--- config.mk ---
export PLATFORM = sky130hd
export DESIGN_NAME = pb_uart_7seg
export DESIGN_NICKNAME = d
export VERILOG_FILES = /design/src/rtl/pb_uart_7seg.sv
export SDC_FILE = /design/constraint.sdc
export NUM_CORES = 1
export LEC_CHECK = 0
export CAP_MARGIN = 20
export CORE_MARGIN = 10
export CORE_UTILIZATION = 55
export DETAILED_ROUTE_END_ITERATION = 8
export DONT_BUFFER_PORTS = 1
export PLACE_DENSITY = 0.7
export SLEW_MARGIN = 5
export SYNTH_ARGS = -nofsm -noshare
export SYNTH_HDL_FRONTEND = slang
export SYNTH_SLANG_ARGS = --single-unit
--- constraint.sdc ---
create_clock -name clk_50m -period 6.55 [get_ports clk_50m]
set_input_delay 1.31 -clock clk_50m [delete_from_list [all_inputs] [get_ports clk_50m]]
set_output_delay 1.31 -clock clk_50m [all_outputs]
set_load 0.1 [all_outputs]
--- src/rtl/pb_uart_7seg.sv ---
// pb_uart_7seg: 8N1 UART receiver feeding a CRC-32 (IEEE 802.3, reflected,
// poly EDB88320) over 4-byte frames, with an 8-digit multiplexed hex display
// of either the frame CRC or the last received frame word.
// Optional build macro CRC_ECHO_TX_EN: echo each completed CRC on uart_tx_o,
// MSB byte first, 8N1. Without it uart_tx_o is constant high.
module pb_uart_7seg #(
  parameter int CLK_FREQ  = 50000000,
  parameter int BAUD      = 115200,
  parameter int SCAN_BITS = 16
) (
  input  logic       clk_50m,
  input  logic       sw_rst,
  input  logic       uart_rx_i,
  output logic       uart_tx_o,
  input  logic       led_disp_switch,
  output logic [7:0] leds_o,
  output logic [7:0] sels_o
);

  localparam int DIV  = (CLK_FREQ + BAUD / 2) / BAUD;
  localparam int HALF = DIV / 2;
  localparam int CW   = $clog2(DIV);
  localparam logic [CW-1:0] FULL_LD = CW'(DIV - 1);
  localparam logic [CW-1:0] HALF_LD = CW'(HALF - 1);

  typedef enum logic [1:0] {RX_IDLE, RX_START, RX_DATA, RX_STOP} rx_state_t;

  rx_state_t         r_rx_state;
  rx_state_t         w_rx_next;
  logic              r_rx_meta;
  logic              r_rx_sync;
  logic              r_rx_prev;
  logic [CW-1:0]     r_baud_cnt;
  logic [2:0]        r_bit_cnt;
  logic [7:0]        r_rx_byte;
  logic [1:0]        r_byte_cnt;
  logic [31:0]       r_crc_run;
  logic [31:0]       r_data_word;
  logic [31:0]       r_disp_word;
  logic [31:0]       crc;
  logic [SCAN_BITS-1:0] r_scan_cnt;
  logic [7:0]        r_leds;
  logic [7:0]        r_sels;

  logic              w_fall;
  logic              w_baud_tc;
  logic              w_ld_half;
  logic              w_ld_full;
  logic              w_shift;
  logic              w_byte_ok;
  logic              w_frame_done;
  logic [31:0]       w_crc_next;
  logic [31:0]       w_word_next;
  logic [2:0]        w_digit;
  logic [31:0]       w_disp_src;
  logic [3:0]        w_nibble;

  function automatic logic [31:0] crc32_byte(input logic [31:0] c, input logic [7:0] d);
    logic [31:0] r;
    r = c ^ {24'h000000, d};
    for (int i = 0; i < 8; i++) begin
      r = r[0] ? ((r >> 1) ^ 32'hEDB88320) : (r >> 1);
    end
    return r;
  endfunction

  function automatic logic [7:0] hex_glyph(input logic [3:0] n);
    logic [7:0] g;
    case (n)
      4'h0: g = 8'hC0;  4'h1: g = 8'hF9;  4'h2: g = 8'hA4;  4'h3: g = 8'hB0;
      4'h4: g = 8'h99;  4'h5: g = 8'h92;  4'h6: g = 8'h82;  4'h7: g = 8'hF8;
      4'h8: g = 8'h80;  4'h9: g = 8'h90;  4'hA: g = 8'h88;  4'hB: g = 8'h83;
      4'hC: g = 8'hC6;  4'hD: g = 8'hA1;  4'hE: g = 8'h86;  default: g = 8'h8E;
    endcase
    return g;
  endfunction

  // Two-flop synchronizer plus a delayed copy for start-edge detection
  always_ff @(posedge clk_50m or posedge sw_rst) begin
    if (sw_rst) begin
      r_rx_meta <= 1'b1;
      r_rx_sync <= 1'b1;
      r_rx_prev <= 1'b1;
    end else begin
      r_rx_meta <= uart_rx_i;
      r_rx_sync <= r_rx_meta;
      r_rx_prev <= r_rx_sync;
    end
  end

  assign w_fall    = r_rx_prev & ~r_rx_sync;
  assign w_baud_tc = (r_baud_cnt == '0);

  // RX FSM state register
  always_ff @(posedge clk_50m or posedge sw_rst) begin
    if (sw_rst) r_rx_state <= RX_IDLE;
    else        r_rx_state <= w_rx_next;
  end

  // RX FSM next state
  always_comb begin
    w_rx_next = r_rx_state;
    case (r_rx_state)
      RX_IDLE:  if (w_fall) w_rx_next = RX_START;
      RX_START: if (w_baud_tc) w_rx_next = r_rx_sync ? RX_IDLE : RX_DATA;
      RX_DATA:  if (w_baud_tc && (r_bit_cnt == 3'd7)) w_rx_next = RX_STOP;
      RX_STOP:  if (w_baud_tc) w_rx_next = RX_IDLE;
      default:  w_rx_next = RX_IDLE;
    endcase
  end

  // RX FSM outputs: timer loads, bit shift and byte-accept strobes
  always_comb begin
    w_ld_half = 1'b0;
    w_ld_full = 1'b0;
    w_shift   = 1'b0;
    w_byte_ok = 1'b0;
    case (r_rx_state)
      RX_IDLE:  w_ld_half = w_fall;
      RX_START: w_ld_full = w_baud_tc & ~r_rx_sync;
      RX_DATA: begin
        w_shift   = w_baud_tc;
        w_ld_full = w_baud_tc;
      end
      RX_STOP:  w_byte_ok = w_baud_tc & r_rx_sync;
      default: ;
    endcase
  end

  // Bit timer (down-counter, terminal count at zero), bit counter and shifter
  always_ff @(posedge clk_50m or posedge sw_rst) begin
    if (sw_rst) begin
      r_baud_cnt <= '0;
      r_bit_cnt  <= 3'd0;
      r_rx_byte  <= 8'h00;
    end else begin
      if (w_ld_half)      r_baud_cnt <= HALF_LD;
      else if (w_ld_full) r_baud_cnt <= FULL_LD;
      else if (!w_baud_tc) r_baud_cnt <= r_baud_cnt - 1'b1;
      if (w_ld_half)    r_bit_cnt <= 3'd0;
      else if (w_shift) r_bit_cnt <= r_bit_cnt + 3'd1;
      if (w_shift) r_rx_byte <= {r_rx_sync, r_rx_byte[7:1]};
    end
  end

  assign w_crc_next   = crc32_byte(r_crc_run, r_rx_byte);
  assign w_word_next  = {r_data_word[23:0], r_rx_byte};
  assign w_frame_done = w_byte_ok & (r_byte_cnt == 2'd3);

  // Frame assembly: running CRC, data word, and latched results on the 4th byte
  always_ff @(posedge clk_50m or posedge sw_rst) begin
    if (sw_rst) begin
      r_byte_cnt  <= 2'd0;
      r_crc_run   <= 32'hFFFFFFFF;
      r_data_word <= 32'h0;
      r_disp_word <= 32'h0;
      crc         <= 32'h0;
    end else if (w_byte_ok) begin
      r_data_word <= w_word_next;
      r_byte_cnt  <= r_byte_cnt + 2'd1;
      if (w_frame_done) begin
        crc         <= ~w_crc_next;
        r_disp_word <= w_word_next;
        r_crc_run   <= 32'hFFFFFFFF;
      end else begin
        r_crc_run <= w_crc_next;
      end
    end
  end

  assign w_digit    = r_scan_cnt[SCAN_BITS-1 -: 3];
  assign w_disp_src = led_disp_switch ? r_disp_word : crc;
  assign w_nibble   = w_disp_src[{w_digit, 2'b00} +: 4];

  // Display scan; outputs registered so they sit at all-off during reset
  always_ff @(posedge clk_50m or posedge sw_rst) begin
    if (sw_rst) begin
      r_scan_cnt <= '0;
      r_leds     <= 8'hFF;
      r_sels     <= 8'hFF;
    end else begin
      r_scan_cnt <= r_scan_cnt + 1'b1;
      r_leds     <= hex_glyph(w_nibble);
      r_sels     <= ~(8'd1 << w_digit);
    end
  end

  assign leds_o = r_leds;
  assign sels_o = r_sels;

`ifdef CRC_ECHO_TX_EN
  typedef enum logic {TX_IDLE, TX_SEND} tx_state_t;

  tx_state_t     r_tx_state;
  tx_state_t     w_tx_next;
  logic [23:0]   r_tx_word;
  logic [9:0]    r_tx_shift;
  logic [CW-1:0] r_tx_cnt;
  logic [3:0]    r_tx_bit;
  logic [1:0]    r_tx_byte;
  logic          r_tx_line;
  logic          w_tx_tc;
  logic          w_tx_start;
  logic          w_tx_adv;
  logic          w_tx_line;
  logic [31:0]   w_tx_crc;

  assign w_tx_tc  = (r_tx_cnt == '0);
  assign w_tx_crc = ~w_crc_next;

  // TX FSM state register
  always_ff @(posedge clk_50m or posedge sw_rst) begin
    if (sw_rst) r_tx_state <= TX_IDLE;
    else        r_tx_state <= w_tx_next;
  end

  // TX FSM next state; frames completing mid-echo are not queued
  always_comb begin
    w_tx_next = r_tx_state;
    case (r_tx_state)
      TX_IDLE: if (w_frame_done) w_tx_next = TX_SEND;
      TX_SEND: if (w_tx_tc && (r_tx_bit == 4'd9) && (r_tx_byte == 2'd3)) w_tx_next = TX_IDLE;
      default: w_tx_next = TX_IDLE;
    endcase
  end

  // TX FSM outputs
  always_comb begin
    w_tx_start = 1'b0;
    w_tx_adv   = 1'b0;
    w_tx_line  = 1'b1;
    case (r_tx_state)
      TX_IDLE: w_tx_start = w_frame_done;
      TX_SEND: begin
        w_tx_adv  = w_tx_tc;
        w_tx_line = r_tx_shift[0];
      end
      default: ;
    endcase
  end

  // TX datapath: 10-bit frame shifter per byte, remaining bytes queued in r_tx_word
  always_ff @(posedge clk_50m or posedge sw_rst) begin
    if (sw_rst) begin
      r_tx_word  <= 24'h0;
      r_tx_shift <= 10'h3FF;
      r_tx_cnt   <= '0;
      r_tx_bit   <= 4'd0;
      r_tx_byte  <= 2'd0;
      r_tx_line  <= 1'b1;
    end else begin
      r_tx_line <= w_tx_line;
      if (w_tx_start) begin
        r_tx_word  <= w_tx_crc[23:0];
        r_tx_shift <= {1'b1, w_tx_crc[31:24], 1'b0};
        r_tx_cnt   <= FULL_LD;
        r_tx_bit   <= 4'd0;
        r_tx_byte  <= 2'd0;
      end else if (w_tx_adv) begin
        r_tx_cnt <= FULL_LD;
        if (r_tx_bit == 4'd9) begin
          r_tx_bit   <= 4'd0;
          r_tx_byte  <= r_tx_byte + 2'd1;
          r_tx_shift <= {1'b1, r_tx_word[23:16], 1'b0};
          r_tx_word  <= {r_tx_word[15:0], 8'h00};
        end else begin
          r_tx_bit   <= r_tx_bit + 4'd1;
          r_tx_shift <= {1'b1, r_tx_shift[9:1]};
        end
      end else if (r_tx_state == TX_SEND) begin
        r_tx_cnt <= r_tx_cnt - 1'b1;
      end
    end
  end

  assign uart_tx_o = r_tx_line;
`else
  assign uart_tx_o = 1'b1;
`endif

endmodule

==> results.sh <==
export IMPL_synthSimpleGateAreaFrac_pct=7.99
export IMPL_portBuffers=0
export IMPL_p_leak_nw=4.21
export IMPL_fill_cells=1167
export IMPL_diodes=0
export IMPL_drc_errors=0
export IMPL_async_flop_share_pct=100
export IMPL_dp_hpwl_mm=10.8
export IMPL_areaGrowthSynthToFinish_pct=8.36
export IMPL_hold_viol=0
export IMPL_synth_xor_area_share_pct=11.3
export IMPL_multiInputGateArea_um2=3830
export IMPL_placed_area_um2=8700
export IMPL_dieArea_um2=21000
export IMPL_synth_top_family_by_area="multiplexers"
export IMPL_syn_inst=680
export IMPL_muxShareOfSynthArea_pct=15.5
export IMPL_yosys_warnings=0
export IMPL_vias_per_cell=5.50
export IMPL_critical_path_max_stage_delay_ps=670
export IMPL_switchingPower_w=0.000609
export IMPL_fin_crit_ps=3420
export IMPL_drive_gt1_share_pct=29.2
export IMPL_syn_area_um2=8580
export IMPL_setup_worst_path_class="reg -> reg"
export IMPL_nNetsFinal=691
export IMPL_syn_avg_cell_area_um2=12.6
export IMPL_grt_overflow=0
export IMPL_design_area_um2=9300
export IMPL_synth_main_ff_cell="dfrtp_1"
export IMPL_gp_congestion=0.831
export IMPL_die_h_um=145
export IMPL_crit_slowest_cell="buf_4"
export IMPL_ys_seq_elements=178
export IMPL_grt_max_degree=109
export IMPL_swShare_pct=25.7
export IMPL_cts_root_buf="clkbuf_16"
export IMPL_ys_types=51
export IMPL_critPathTopFamily="simple AND/OR/NAND/NOR gates"
export IMPL_insertion_delay_ps=430
export IMPL_grt_pass1_wl_mm=27.1
export IMPL_crit_path_cell_trace="inv_1 > ha_1 > or3b_4 > nor4_4 > and3_2 > buf_4 > nand2_2 > o22a_1"
export IMPL_pwr_share_clk_pct=41.2
export IMPL_rsz0062_at_grt="false"
export IMPL_critPathMaxFanout=77
export IMPL_vdd_ir_drop_max_v=0.000233
export IMPL_cts_buffer_depth=2
export IMPL_cts_tree="built"
export IMPL_vias=4927
export IMPL_cts_buffers=17
export IMPL_start_util_pct=56.2
export IMPL_final_common_cell="dfrtp_1"
export IMPL_worstMarginPinSlew_ps=1020
export IMPL_ff_latch_area_um2=4520
export IMPL_ys_seq_area_share_pct=52.7
export IMPL_htreeDepth=4
export IMPL_coreArea_um2=15300
export IMPL_yosys_area_share_adder_pct=2.19
export IMPL_ant_nets=0
export IMPL_endpoint_kind="register"
export IMPL_cts_clk_slew_worst_paths_ps=70
export IMPL_cts_resized=0
export IMPL_finClkSkew_ps=10.2
export IMPL_powerDensity_nw_per_um2=256
export IMPL_finalSetupTns_ps=0
export IMPL_slew_headroom_pct=31.8
export IMPL_rows=45
export IMPL_status="finished, final reports clean"
export IMPL_drv_slew=0
export IMPL_synth_edff_count=0
export IMPL_critical_path_buf_inv_count=2
export IMPL_critPathArrivalTime_ps=3780
export IMPL_detail_route_first_pass_iterations=4
export IMPL_p_seq_share_pct=49.4
export IMPL_final_cell_mix="dfrtp_1 (128), xnor2_1 (62), nor2_1 (52), dfstp_2 (50), nand2_1 (47)"
export IMPL_drv_cap=0
export IMPL_fmax_mhz=292
export IMPL_postCtsHoldBufs=0
export IMPL_wirelength_mm=16.0
export IMPL_antenna_found_initial=0
export IMPL_worstPathRequired_ps=6900
export IMPL_hold_path_class="reg -> reg"
export IMPL_post_drt_wl_per_cell_um=17.8
export IMPL_drtIter0Drc=298
export IMPL_setup_viol=0
export IMPL_period_share_pct=52.3
export IMPL_die_w_um=145
export IMPL_p_comb_share_pct=9.4
export IMPL_cts_setup_buffers=0
export IMPL_intPower_w=0.00177
export IMPL_clock_sinks=178
export IMPL_io_pins=21
export IMPL_cp_start_kind="register"
export IMPL_grt_pass1_vias=5158
export IMPL_grt_usage_pct=16.6
export IMPL_synth_compound_area_share_pct=7.53
[state kept, by name, indices dropped and copies added (netlist names), 3 cells and up, named ones only]
name / cells
sels_o: 8
leds_o: 7
r_disp_word: 32
r_bit_cnt: 3
r_baud_cnt: 9
r_data_word: 24
r_rx_byte: 8
r_scan_cnt: 16
crc: 32
r_crc_run: 32
[metrics by stage]
stage | hold WS [ps] | utilization [%] | power (W) | setup WS, ps | instances
finish | 356 | 60.9 | 0.00238 | 3130 | 896
detailed placement | 349 | 57.0 | 0.00141 | 3160 | 863
floorplan | 345 | - | 0.00136 | 492 | 681
CTS | 358 | 60.7 | 0.00239 | 3140 | 895
global placement | 345 | 57.0 | 0.00140 | 3270 | 863
global route | 359 | 60.9 | 0.00248 | 2860 | 896
[cells by family after synthesis]
| kind of cell | count (synthesis) |
|---|---|
| multiplexers | 99 |
| AND/OR/NAND/NOR | 147 |
| flip-flops | 178 |
| buffers and inverters | 46 |
| AO/OA/AOI/OAI | 104 |
| other | 1 |
| adder cells (fa/ha/maj) | 15 |
| XOR/XNOR | 90 |
[worst register-to-register path: cells and delay by family, from the launching register on]
family	cells	cell delay (ps)
adder cells (fa/ha/maj)	1	180
buffers and inverters	2	750
AND/OR/NAND/NOR	4	1750
AO/OA/AOI/OAI	1	260
flip-flops	1	390
[power groups by stage]
stage,clock network (W),registers [W],logic (W)
after floorplan,0,0.00118,0.000179
after global placement,0,0.00119,0.000212
after detailed placement,0,0.00119,0.000223
after CTS,0.000996,0.00117,0.000224
after global routing,0.00105,0.00118,0.000251
final,0.000979,0.00117,0.000222
[layer usage]
layer / routed length (µm) / track usage (%)
met1: 7420 / 22.1
met2: 7720 / 26.0
met3: 606 / 4.27
met5: 0 / 0
met4: 221 / 5.48
[synthesized netlist by cell type (2+ instances only)]
cell	number	area share [%]
o22ai_1	2	0.15
or3_1	4	0.29
xor2_1	14	1.4
nand4_1	4	0.29
a22oi_1	4	0.35
mux2_2	44	5.8
nand3_1	9	0.53
nor3_1	3	0.17
clkbuf_1	10	0.44
nand2b_1	5	0.36
buf_6	4	0.53
o21ai_1	21	1.2
and3_1	5	0.36
xnor2_2	6	1.1
buf_4	4	0.35
mux2_4	40	7.0
o22a_1	11	1.1
a31oi_1	7	0.51
o31ai_1	4	0.35
nand2_1	47	2.1
nor2_1	52	2.3
inv_1	12	0.53
a22o_1	7	0.71
and2_1	4	0.29
buf_2	15	0.88
o211ai_1	3	0.26
nor2b_1	6	0.44
dfrtp_1	128	37
ha_1	15	2.2
a21oi_1	27	1.6
mux2i_1	8	0.93
o21ai_0	15	0.88
mux4_2	7	1.8
xnor2_1	62	6.3
xnor2_4	6	1.9
dfstp_2	50	15
[area by class of cell]
class                           instances  share of cell area [%]
Clock buffer                           18                    4.72
Inverter                               12                   0.538
Multi-Input combinational cell        457                    41.2
Sequential cell                       178                    48.6
Clock inverter                         14                    1.40
Timing Repair Buffer                    6                   0.700
Tap cell                              211                    2.84
[path summary, 6_finish.rpt]
path | startpoint | end | slack [ps] | cells past startpoint
setup / recovery | r_baud_cnt[0] | r_crc_run[29] | 3130 | 8
hold / removal | r_rx_meta | r_rx_sync | 360 | 0
setup reg to reg | r_baud_cnt[0] | r_crc_run[29] | 3130 | 8
hold reg to reg | r_rx_meta | r_rx_sync | 360 | 0
max in group asynchronous | sw_rst | r_scan_cnt[11] | 4220 | 2
min in group asynchronous | sw_rst | r_baud_cnt[7] | 930 | 1
(Power assumes the default switching activity.)
